File: config.mk
export PLATFORM = sky130hd
export DESIGN_NAME = mul_div_unit
export DESIGN_NICKNAME = d
export VERILOG_FILES = /design/src/rtl/mdu_pkg.sv /design/src/rtl/mdu_sign_fix.sv /design/src/rtl/mul_div_unit.sv
export SDC_FILE = /design/constraint.sdc
export NUM_CORES = 1
export LEC_CHECK = 0
export CAP_MARGIN = 10
export CORE_ASPECT_RATIO = 1.2
export CORE_UTILIZATION = 58
export CTS_CLUSTER_DIAMETER = 80
export DETAILED_ROUTE_END_ITERATION = 7
export GPL_TIMING_DRIVEN = 1
export PLACE_DENSITY = 0.82
export SYNTH_ARGS = -nofsm -noshare
export SYNTH_HDL_FRONTEND = slang
export SYNTH_SLANG_ARGS = --single-unit
File: constraint.sdc
create_clock -name clk_i -period 4 [get_ports clk_i]
set_input_delay 0.8 -clock clk_i [delete_from_list [all_inputs] [get_ports clk_i]]
set_output_delay 0.8 -clock clk_i [all_outputs]
set_load 0.02 [all_outputs]
File: src/rtl/mdu_pkg.sv
// Shared definitions for the iterative multiply/divide unit.
// Latency: n/a (types and constants only).
// Backpressure: n/a.
package mdu_pkg;

  localparam int MDU_WIDTH = 32;

  // Operation encodings as presented on op_i.
  typedef enum logic [1:0] {
    MDU_MULT  = 2'b00,
    MDU_MULTU = 2'b01,
    MDU_DIV   = 2'b10,
    MDU_DIVU  = 2'b11
  } mdu_op_e;

  // Controller states.
  typedef enum logic [1:0] {
    IDLE  = 2'd0,
    CALC  = 2'd1,
    FIXUP = 2'd2
  } mdu_state_e;

  // Quotient reported for a division by zero.
  localparam logic [MDU_WIDTH-1:0] DIVZERO_LO = 32'hFFFF_FFFF;

  function automatic logic op_is_signed(input mdu_op_e op);
    return (op == MDU_MULT) || (op == MDU_DIV);
  endfunction

  function automatic logic op_is_div(input mdu_op_e op);
    return (op == MDU_DIV) || (op == MDU_DIVU);
  endfunction

endpackage

File: src/rtl/mdu_sign_fix.sv
// Conditional two's-complement negate: out_val = neg ? -in_val : in_val.
// Latency: combinational, zero cycles.
// Backpressure: none (pure function of its inputs).
//   neg     in  1  negate when high
//   in_val  in  W  value to fix up
//   out_val out W  result
module mdu_sign_fix
  import mdu_pkg::*;
#(
  parameter int W = 32
) (
  input  logic         neg,
  input  logic [W-1:0] in_val,
  output logic [W-1:0] out_val
);

  assign out_val = neg ? (W'(0) - in_val) : in_val;

endmodule

File: src/rtl/mul_div_unit.sv
// Iterative radix-2 MULT/MULTU/DIV/DIVU unit owning the HI/LO registers.
// Latency: accept on edge 1, HI/LO and done_o update on edge 34; next accept on edge 35.
// Backpressure: stall_o holds the front of the pipe while busy; start_i while busy is ignored.
//   clk_i, rst_i (async active-low)          clock and reset
//   start_i, op_i, rs_data_i, rt_data_i      operation launch and operands
//   flush_i                                  abort current op / block launch
//   hi_we_i, lo_we_i, wdata_i                MTHI/MTLO writes (honoured only when idle)
//   hi_o, lo_o, busy_o, done_o, stall_o      results and status
module mul_div_unit
  import mdu_pkg::*;
#(
  parameter int WIDTH = MDU_WIDTH,
  parameter int CNT_W = 5
) (
  input  logic             clk_i,
  input  logic             rst_i,
  input  logic             start_i,
  input  logic [1:0]       op_i,
  input  logic [WIDTH-1:0] rs_data_i,
  input  logic [WIDTH-1:0] rt_data_i,
  input  logic             flush_i,
  input  logic             hi_we_i,
  input  logic             lo_we_i,
  input  logic [WIDTH-1:0] wdata_i,
  output logic [WIDTH-1:0] hi_o,
  output logic [WIDTH-1:0] lo_o,
  output logic             busy_o,
  output logic             done_o,
  output logic             stall_o
);

  mdu_state_e         state_q, state_d;
  logic [CNT_W-1:0]   count_q;
  // Multiply: {partial_hi, multiplier shifting out}. Divide: {rem, quot}.
  logic [2*WIDTH-1:0] work_q;
  // Multiplicand magnitude for multiply, divisor magnitude for divide.
  logic [WIDTH-1:0]   opnd_q;
  logic               is_div_q;
  logic               neg_res_q;
  logic               neg_rem_q;
  logic               div_zero_q;
  logic [WIDTH-1:0]   hi_q, lo_q;
  logic               done_q;

  // ---------------- operand decode ----------------
  mdu_op_e          op;
  logic             signed_op, div_op, launch;
  logic             rs_neg, rt_neg;
  logic [WIDTH-1:0] mag_rs, mag_rt;

  assign op        = mdu_op_e'(op_i);
  assign signed_op = op_is_signed(op);
  assign div_op    = op_is_div(op);
  assign rs_neg    = signed_op & rs_data_i[WIDTH-1];
  assign rt_neg    = signed_op & rt_data_i[WIDTH-1];
  assign launch    = start_i & ~flush_i;

  mdu_sign_fix #(.W(WIDTH)) u_mag_rs (.neg(rs_neg), .in_val(rs_data_i), .out_val(mag_rs));
  mdu_sign_fix #(.W(WIDTH)) u_mag_rt (.neg(rt_neg), .in_val(rt_data_i), .out_val(mag_rt));

  // ---------------- one iteration step ----------------
  logic [WIDTH:0]     mul_sum;
  logic [WIDTH:0]     div_trial;
  logic               div_ok;
  logic [WIDTH-1:0]   div_sub;
  logic [2*WIDTH-1:0] work_step;

  // Shift-add: add multiplicand into the upper half when the outgoing
  // multiplier bit is set, then shift the whole product right by one.
  assign mul_sum = {1'b0, work_q[2*WIDTH-1:WIDTH]} +
                   {1'b0, (work_q[0] ? opnd_q : {WIDTH{1'b0}})};

  // Restoring step: the shifted remainder needs WIDTH+1 bits. When the
  // subtraction succeeds the difference is below the divisor, so the low
  // WIDTH bits of a modulo-2^WIDTH subtract are exact.
  assign div_trial = work_q[2*WIDTH-1:WIDTH-1];
  assign div_ok    = (div_trial >= {1'b0, opnd_q});
  assign div_sub   = div_trial[WIDTH-1:0] - opnd_q;

  always_comb begin
    work_step = {mul_sum, work_q[WIDTH-1:1]};
    if (is_div_q) begin
      if (div_ok) work_step = {div_sub, work_q[WIDTH-2:0], 1'b1};
      else        work_step = {work_q[2*WIDTH-2:0], 1'b0};
    end
  end

  // ---------------- sign fix-up of results ----------------
  logic [2*WIDTH-1:0] prod_fixed;
  logic [WIDTH-1:0]   quot_fixed, rem_fixed;

  mdu_sign_fix #(.W(2*WIDTH)) u_fix_prod (.neg(neg_res_q), .in_val(work_q), .out_val(prod_fixed));
  mdu_sign_fix #(.W(WIDTH)) u_fix_quot (
    .neg(neg_res_q), .in_val(work_q[WIDTH-1:0]), .out_val(quot_fixed));
  // Remainder follows the dividend's sign.
  mdu_sign_fix #(.W(WIDTH)) u_fix_rem (
    .neg(neg_rem_q), .in_val(work_q[2*WIDTH-1:WIDTH]), .out_val(rem_fixed));

  // ---------------- controller ----------------
  always_ff @(posedge clk_i or negedge rst_i) begin
    if (!rst_i) state_q <= IDLE;
    else        state_q <= state_d;
  end

  always_comb begin
    state_d = state_q;
    case (state_q)
      IDLE:    if (launch) state_d = CALC;
      CALC: begin
        if (flush_i)                  state_d = IDLE;
        else if (count_q == '0)       state_d = FIXUP;
      end
      FIXUP:   state_d = IDLE;
      default: state_d = IDLE;
    endcase
  end

  // ---------------- datapath and HI/LO ----------------
  always_ff @(posedge clk_i or negedge rst_i) begin
    if (!rst_i) begin
      count_q    <= '0;
      work_q     <= '0;
      opnd_q     <= '0;
      is_div_q   <= 1'b0;
      neg_res_q  <= 1'b0;
      neg_rem_q  <= 1'b0;
      div_zero_q <= 1'b0;
      hi_q       <= '0;
      lo_q       <= '0;
      done_q     <= 1'b0;
    end else begin
      done_q <= 1'b0;
      case (state_q)
        IDLE: begin
          // MTHI/MTLO land regardless of a simultaneous launch.
          if (hi_we_i) hi_q <= wdata_i;
          if (lo_we_i) lo_q <= wdata_i;
          if (launch) begin
            count_q    <= CNT_W'(WIDTH - 1);
            is_div_q   <= div_op;
            neg_res_q  <= rs_neg ^ rt_neg;
            neg_rem_q  <= rs_neg;
            div_zero_q <= (rt_data_i == '0);
            if (div_op) begin
              work_q <= {{WIDTH{1'b0}}, mag_rs};
              opnd_q <= mag_rt;
            end else begin
              work_q <= {{WIDTH{1'b0}}, mag_rt};
              opnd_q <= mag_rs;
            end
          end
        end
        CALC: begin
          if (!flush_i) begin
            work_q  <= work_step;
            count_q <= count_q - CNT_W'(1);
          end
        end
        FIXUP: begin
          if (!flush_i) begin
            if (is_div_q) begin
              // A zero divisor leaves the dividend magnitude in the remainder,
              // which re-signs to the original rs; only LO needs overriding.
              lo_q <= div_zero_q ? WIDTH'(DIVZERO_LO) : quot_fixed;
              hi_q <= rem_fixed;
            end else begin
              {hi_q, lo_q} <= prod_fixed;
            end
            done_q <= 1'b1;
          end
        end
        default: ;
      endcase
    end
  end

  assign hi_o    = hi_q;
  assign lo_o    = lo_q;
  assign busy_o  = (state_q != IDLE);
  assign done_o  = done_q;
  assign stall_o = busy_o | launch;

endmodule

==> Word-level counts from Yosys, hierarchy flattened <==
Cells that the tools add are included.
{ "word_totals": {"output_inout_bits": 67, "ff_bits": 172, "in_bits": 104} }
{ "op_classes": {"n_addsub": 8, "mux": 31, "n_reduce_logical": 14, "n_bitwise": 6, "magnitude_cmp": 1, "n_eq_ne": 10} }
{ "op_table": {"columns": ["op", "count"], "rows": [
  ["$mux 32", 14],
  ["$mux 64", 5],
  ["$pmux 32 s2", 2],
  ["$pmux 64 s2", 1],
  ["$sub 1x32->32 const A", 4],
  ["$sub 1x64->64 const A", 1],
  ["$add 32x32->33", 1],
  ["$ge 33x32->1", 1],
  ["$logic_not 32->1", 1],
  ["$sub 32x32->32", 1],
  ["$mux 5", 2],
  ["$ne 2x2->1 const B", 5],
  ["$pmux 5 s2", 1],
  ["$reduce_and 3->1", 3],
  ["$eq 2x2->1 const B", 3],
  ["$mux 2", 3],
  ["$reduce_bool 2->1", 3],
  ["$logic_not 5->1", 1],
  ["$sub 5x1->5 const B", 1],
  ["$logic_not 2->1", 2],
  ["$pmux 2 s2", 1],
  ["$reduce_and 2->1", 2],
  ["$and 1x1->1", 3],
  ["$ne 3x3->1 const B", 1],
  ["6 further kinds", 8]
]} }

==> Logic depth before layout (Yosys ltp) <==
{ "depth": {"depth_word": 7, "mapped_depth": 15} }

==> Modules after synthesis <==
From an unflattened synthesis, not the netlist that was laid out.
{ "unflattened": {"hier_cells": 2139, "area_unflattened_um2": 17538.1} }
{ "by_module_without_submodules": {"columns": ["mod", "area_per_inst_um2", "cells_each", "instances", "seq_area_each_um2"], "rows": [
  ["mul_div_unit", 13035.0, 1518, 1, 4304.1],
  ["mdu_sign_fix at u_fix_quot ...", 767.0, 108, 3, 0.0],
  ["mdu_sign_fix at u_fix_prod", 1453.9, 198, 1, 0.0],
  ["mdu_sign_fix at u_fix_rem", 748.2, 99, 1, 0.0]
]} }

==> Worst setup path after synthesis <==
OpenSTA, ideal clock, no wires.
{ "synth_timing": {"kind": "reg2reg", "from": "reg work_q[0]", "to": "reg work_q[62]", "n_path_buf": 1, "period_less_slack_ns": 3.394, "path_slack_ns": 0.606, "setup_ns": 0.128, "stages_incl_launch_ff": 15, "t_arrival_ns": 3.265, "t_required_ns": 3.872, "path_cell_list": "dfrtp_1 -> inv_1 -> clkbuf_1 -> nor2_1 -> ha_1 -> a211oi_1 -> o211ai_1 -> a2111oi_0 -> a21o_1 -> o21ai_1 -> a221oi_1 -> a21oi_1 -> xor2_1 -> a22oi_1 -> o21ai_1"} }
{ "synth_via": {"elab_chain_cells": 5} }
{ "synth_rtl": {"columns": ["item", "line", "source"], "rows": [
  ["start: declaration", "mul_div_unit.sv:35", "logic [2*WIDTH-1:0] work_q;"],
  ["start signal: assignment", "mul_div_unit.sv:145", "work_q <= {{WIDTH{1'b0}}, mag_rs};"],
  ["start signal: assignment", "mul_div_unit.sv:148", "work_q <= {{WIDTH{1'b0}}, mag_rt};"],
  ["start signal: assignment", "mul_div_unit.sv:155", "work_q <= work_step;"],
  ["$mux 32", "mul_div_unit.sv:71", "{1'b0, (work_q[0] ? opnd_q : {WIDTH{1'b0}})};"],
  ["$add 32x32->33", "mul_div_unit.sv:70", "assign mul_sum = {1'b0, work_q[2*WIDTH-1:WIDTH]} +"],
  ["$mux 64", "mul_div_unit.sv:82", "if (is_div_q) begin"],
  ["$mux 64", "mul_div_unit.sv:154", "if (!flush_i) begin"],
  ["$pmux 64 s2", "mul_div_unit.sv:133", "case (state_q)"]
]} }
No other way between the ends. The select of a mux whose other input is x is not followed.
A chain may end at the register's enable or synchronous reset.

==> Worst setup path in the final report <==
{ "layout_timing": {"from": "reg opnd_q[22]", "to": "reg work_q[57]"} }
{ "layout_via": {"elab_chain_cells": 5, "elab_cells_between_ends": 8, "cone_classes": "add/sub: 2; order compare: 1; mux: 5"} }
{ "layout_rtl": {"columns": ["item", "line", "source"], "rows": [
  ["start: declaration", "mul_div_unit.sv:37", "logic [WIDTH-1:0] opnd_q;"],
  ["start signal: assignment", "mul_div_unit.sv:146", "opnd_q <= mag_rt;"],
  ["start signal: assignment", "mul_div_unit.sv:149", "opnd_q <= mag_rs;"],
  ["$mux 32 (tied with other cells)", "mul_div_unit.sv:71", null],
  ["$add 32x32->33 or $mux 64 (tied branches)", "mul_div_unit.sv:70, mul_div_unit.sv:83", null],
  ["$mux 64 *", "mul_div_unit.sv:82", null],
  ["$mux 64 *", "mul_div_unit.sv:154", null],
  ["$pmux 64 s2 *", "mul_div_unit.sv:133", null]
]} }
Mark *: on every way between the ends. The rest lies on a longest branch, timed or not. The select of a mux whose other input is x is not followed.

==> impl_metrics.py <==
metrics = {
    "global_routing": {
        "antenna_found_initial": 0,
        "grt_pass1_wl_um": 85400,
        "gr-total-overflow": 0,
        "grt_pass1_vias": 15286,
        "grt.total_usage_pct": 42.8,
        "grt_max_degree": 90,
    },
    "timing": {
        "fin_crit_sh_pct": 91.9,
        "setup_viol": 0,
        "final-max-slew-violation-count": 0,
        "period_minus_slack_ns": 3.68,
        "finalHoldViolCount": 0,
        "maxSlewHeadroom_pct": 22.3,
        "fin_skew_ns": 0.0142,
        "grt_setup_unrepaired": "no",
        "fmax_mhz": 272,
        "worst_pin_slew_ns": 1.16,
        "setup_tns_ns": 0,
    },
    "clock_network": {
        "cts.sinks": 172,
        "tritoncts": "built",
        "htree_levels": 4,
        "post_cts_buffers": 0,
        "clk_pin_slew_worst_paths_ns": 0.08,
        "cts.path.max_buffers": 2,
        "clkLatencyLatePin_ns": 0.46,
        "cts_made_buffers": 17,
        "cts.hold.buffers_added": 0,
        "root_buffer": "clkbuf_16",
    },
    "yosys": {
        "synth_async_sr_flop_share_pct": 100,
        "synth_nets": 2142,
        "synth_ff_type": "dfrtp_1",
        "synth_seq_cells": 172,
        "syn-instance-count": 1966,
        "yosys_warnings": 0,
        "synth_cell_types": 77,
        "avgSynthCellArea_um2": 7.64,
        "syn_area_um2": 15000,
        "synth-seq-area-share_pct": 28.7,
        "synth_edf_count": 0,
    },
    "worst_setup_path": {
        "arrival_ns": 4.01,
        "crit_chain": "inv_1 -> ha_1 -> a21oi_1 -> o211ai_1 -> a41o_1 -> a311oi_1 -> nor2_1 -> nand3_1 -> nor3b_2 -> buf_12 -> mux2_2 -> a22oi_1 -> o21ai_0",
        "cp_max_fo": 29,
        "required_ns": 4.33,
        "crit_type": "flip-flop to flip-flop",
        "slowest_stage": "mux2_2",
        "cp_slowest_stage_delay_ns": 0.44,
        "worst_setup_path_start_kind": "flip-flop",
        "cp-end-kind": "flip-flop",
    },
    "placed_design": {
        "gp_congestion": 1.01,
        "portBuffers": 170,
        "place_hpwl_um": 43900,
    },
    "route": {
        "drt_iter0_markers": 1822,
        "num_vias": 15957,
        "routed_via_density": 6.51,
        "finalWirelength_um": 56300,
        "drtAntennaViolNets": 0,
        "wl_per_cell_um": 23.0,
        "drc_errors": 0,
        "first_pass_iters": 6,
    },
    "die": {
        "ios": 171,
        "die_area_um2": 26500,
        "initial_utilization_pct": 59.0,
        "die_y_um": 178,
        "rows": 64,
        "chipWidth_um": 149,
        "coreArea_um2": 25500,
    },
    "final_layout": {
        "nNetsFinal": 2284,
        "post_route_cells_drive_above_1_share_pct": 6.88,
        "syn2layout_area_growth_pct": 19.1,
        "antennaDiodeCount": 0,
    },
    "run": {
        "drv_cap": 0,
    },
    "pwr": {
        "powerDensity_nw_per_um2": 665,
        "power_mw": 11.9,
        "leakagePower_nw": 7.62,
        "peakVddDrop_mv": 0.363,
    },
    "outcome": {
        "status": "finished, final reports clean",
    },
    "min_path": {
        "hold_class": "input port to async pin",
    },
}
==> kinds of logic after synthesis <==
| logic type | Yosys count | share of synthesized area (%) |
|---|---|---|
| simple gates | 649 | 20.1 |
| compound gates | 642 | 25.5 |
| buf+inv | 187 | 4.82 |
| xor+xnor | 174 | 10.2 |
| flops | 172 | 28.7 |
| fa+ha+maj | 72 | 6.10 |
| mux | 70 | 4.75 |
==> layout by cell type (no fill, tap or decap), types with 23 or more instances in the layout <==
master           instances
or3_1                   33
clkdlybuf4s50_1        168
o21ai_0                170
ha_1                    70
xnor2_1                108
nand3_1                 25
inv_1                   68
o22ai_1                 37
mux2i_1                 60
a21o_1                  23
xor2_1                  66
dfrtp_1                171
nor2_1                 214
buf_4                   67
a21oi_1                209
nand2_1                209
nor3_1                  48
o21ai_1                 41
==> sequential cells by signal, indices dropped and copies added, names as in the netlist <==
signal      count
count_q         5
div_zero_q      1
done_o          1
hi_o           32
is_div_q        1
lo_o           32
neg_rem_q       1
neg_res_q       1
opnd_q         32
state_q         2
work_q         64
==> metal layers <==
layer  track usage (%)  vias to the layer above  wire [um]
met4              29.9                        0       4170
met1              49.5                     7563      20700
li1                  -                     7330          -
met2              71.6                      847      27000
met3              8.01                      217       4320
met5                 0                        -          0
==> worst paths after layout <==
| check | slack (ns) | cells past startpoint | from | end |
|---|---|---|---|---|
| setup / recovery | 0.32 | 13 | opnd_q[22] | work_q[57] |
| hold / removal | 0.41 | 1 | rst_i | hi_o[26] |
| setup reg to reg | 0.32 | 13 | opnd_q[22] | work_q[57] |
| hold reg to reg | 0.48 | 2 | opnd_q[19] | opnd_q[19] |
| max in group asynchronous | 2.72 | 2 | rst_i | hi_o[0] |
| min in group clk_i | 0.48 | 2 | opnd_q[19] | opnd_q[19] |
==> report_power, final <==
part	internal [mW]	leakage (nW)	total, mW	switching (mW)
clock	0.898	0.292	1.74	0.845
sequential	2.17	2.08	2.77	0.601
combinational	2.90	5.25	7.38	4.49
==> repair_timing <==
| item | CTS | global route |
|---|---|---|
| gates resized for setup | 0 | 2 |
| endpoints found under the hold margin | 0 | 0 |
| endpoints found under the setup margin | 0 | 2 |
==> Yosys cell counts (all sizes together), types with 8 or more instances <==
master	number	area [um^2]
xnor2	108	946
a31oi	14	87.6
or4	17	143
a21oi	210	1050
mux2i	60	601
nor4	14	115
o22ai	37	231
a211oi	16	120
o41ai	13	136
mux2	10	113
buf	19	91.3
and3	10	62.6
nor2b	14	87.6
inv	69	259
nand2b	19	119
nor3	49	250
or3	34	218
a21o	23	173
nand4	9	56.3
dfrtp	172	4300
o21ai	214	1080
nand2	209	785
nand3b	8	60.1
o21bai	9	67.6
and2	9	56.3
xor2	66	578
nand3	25	125
o211ai	8	60.1
ha	70	876
nor2	217	817
a22oi	21	158
o31ai	20	150
clkbuf	99	373
==> worst max-delay path: cells and delay by family (launching register included) <==
family	cells	cell delay, ns
adder cells (fa/ha/maj)	1	0.34
buffers and inverters	2	0.47
AND/OR/NAND/NOR	3	0.57
multiplexers	1	0.44
flip-flops	1	0.41
AO/OA/AOI/OAI	6	1.35
==> layout make-up <==
class	count	area (um^2)
tap	330	413
inverter	69	259
clock buffer	18	429
sequential	172	4310
multi-input combinational	1607	10000
clock inverter	14	180
fill	2133	7580
timing repair buffer	241	2280
==> metrics by stage <==
step                setup WS, ns  area, um^2  utilization, %  std cells  hold WS, ns
floorplan                  0.606       15000               -       1966        0.450
global placement           0.126       17300            67.8       2419        0.464
detailed placement        0.0563       17300            67.8       2419        0.471
CTS                        0.360       17900            70.2       2451        0.452
global route              0.0328       17900            70.2       2451        0.500
finish                     0.325       17900            70.2       2451        0.412
Note: power is estimated with default switching activity, not from simulation.
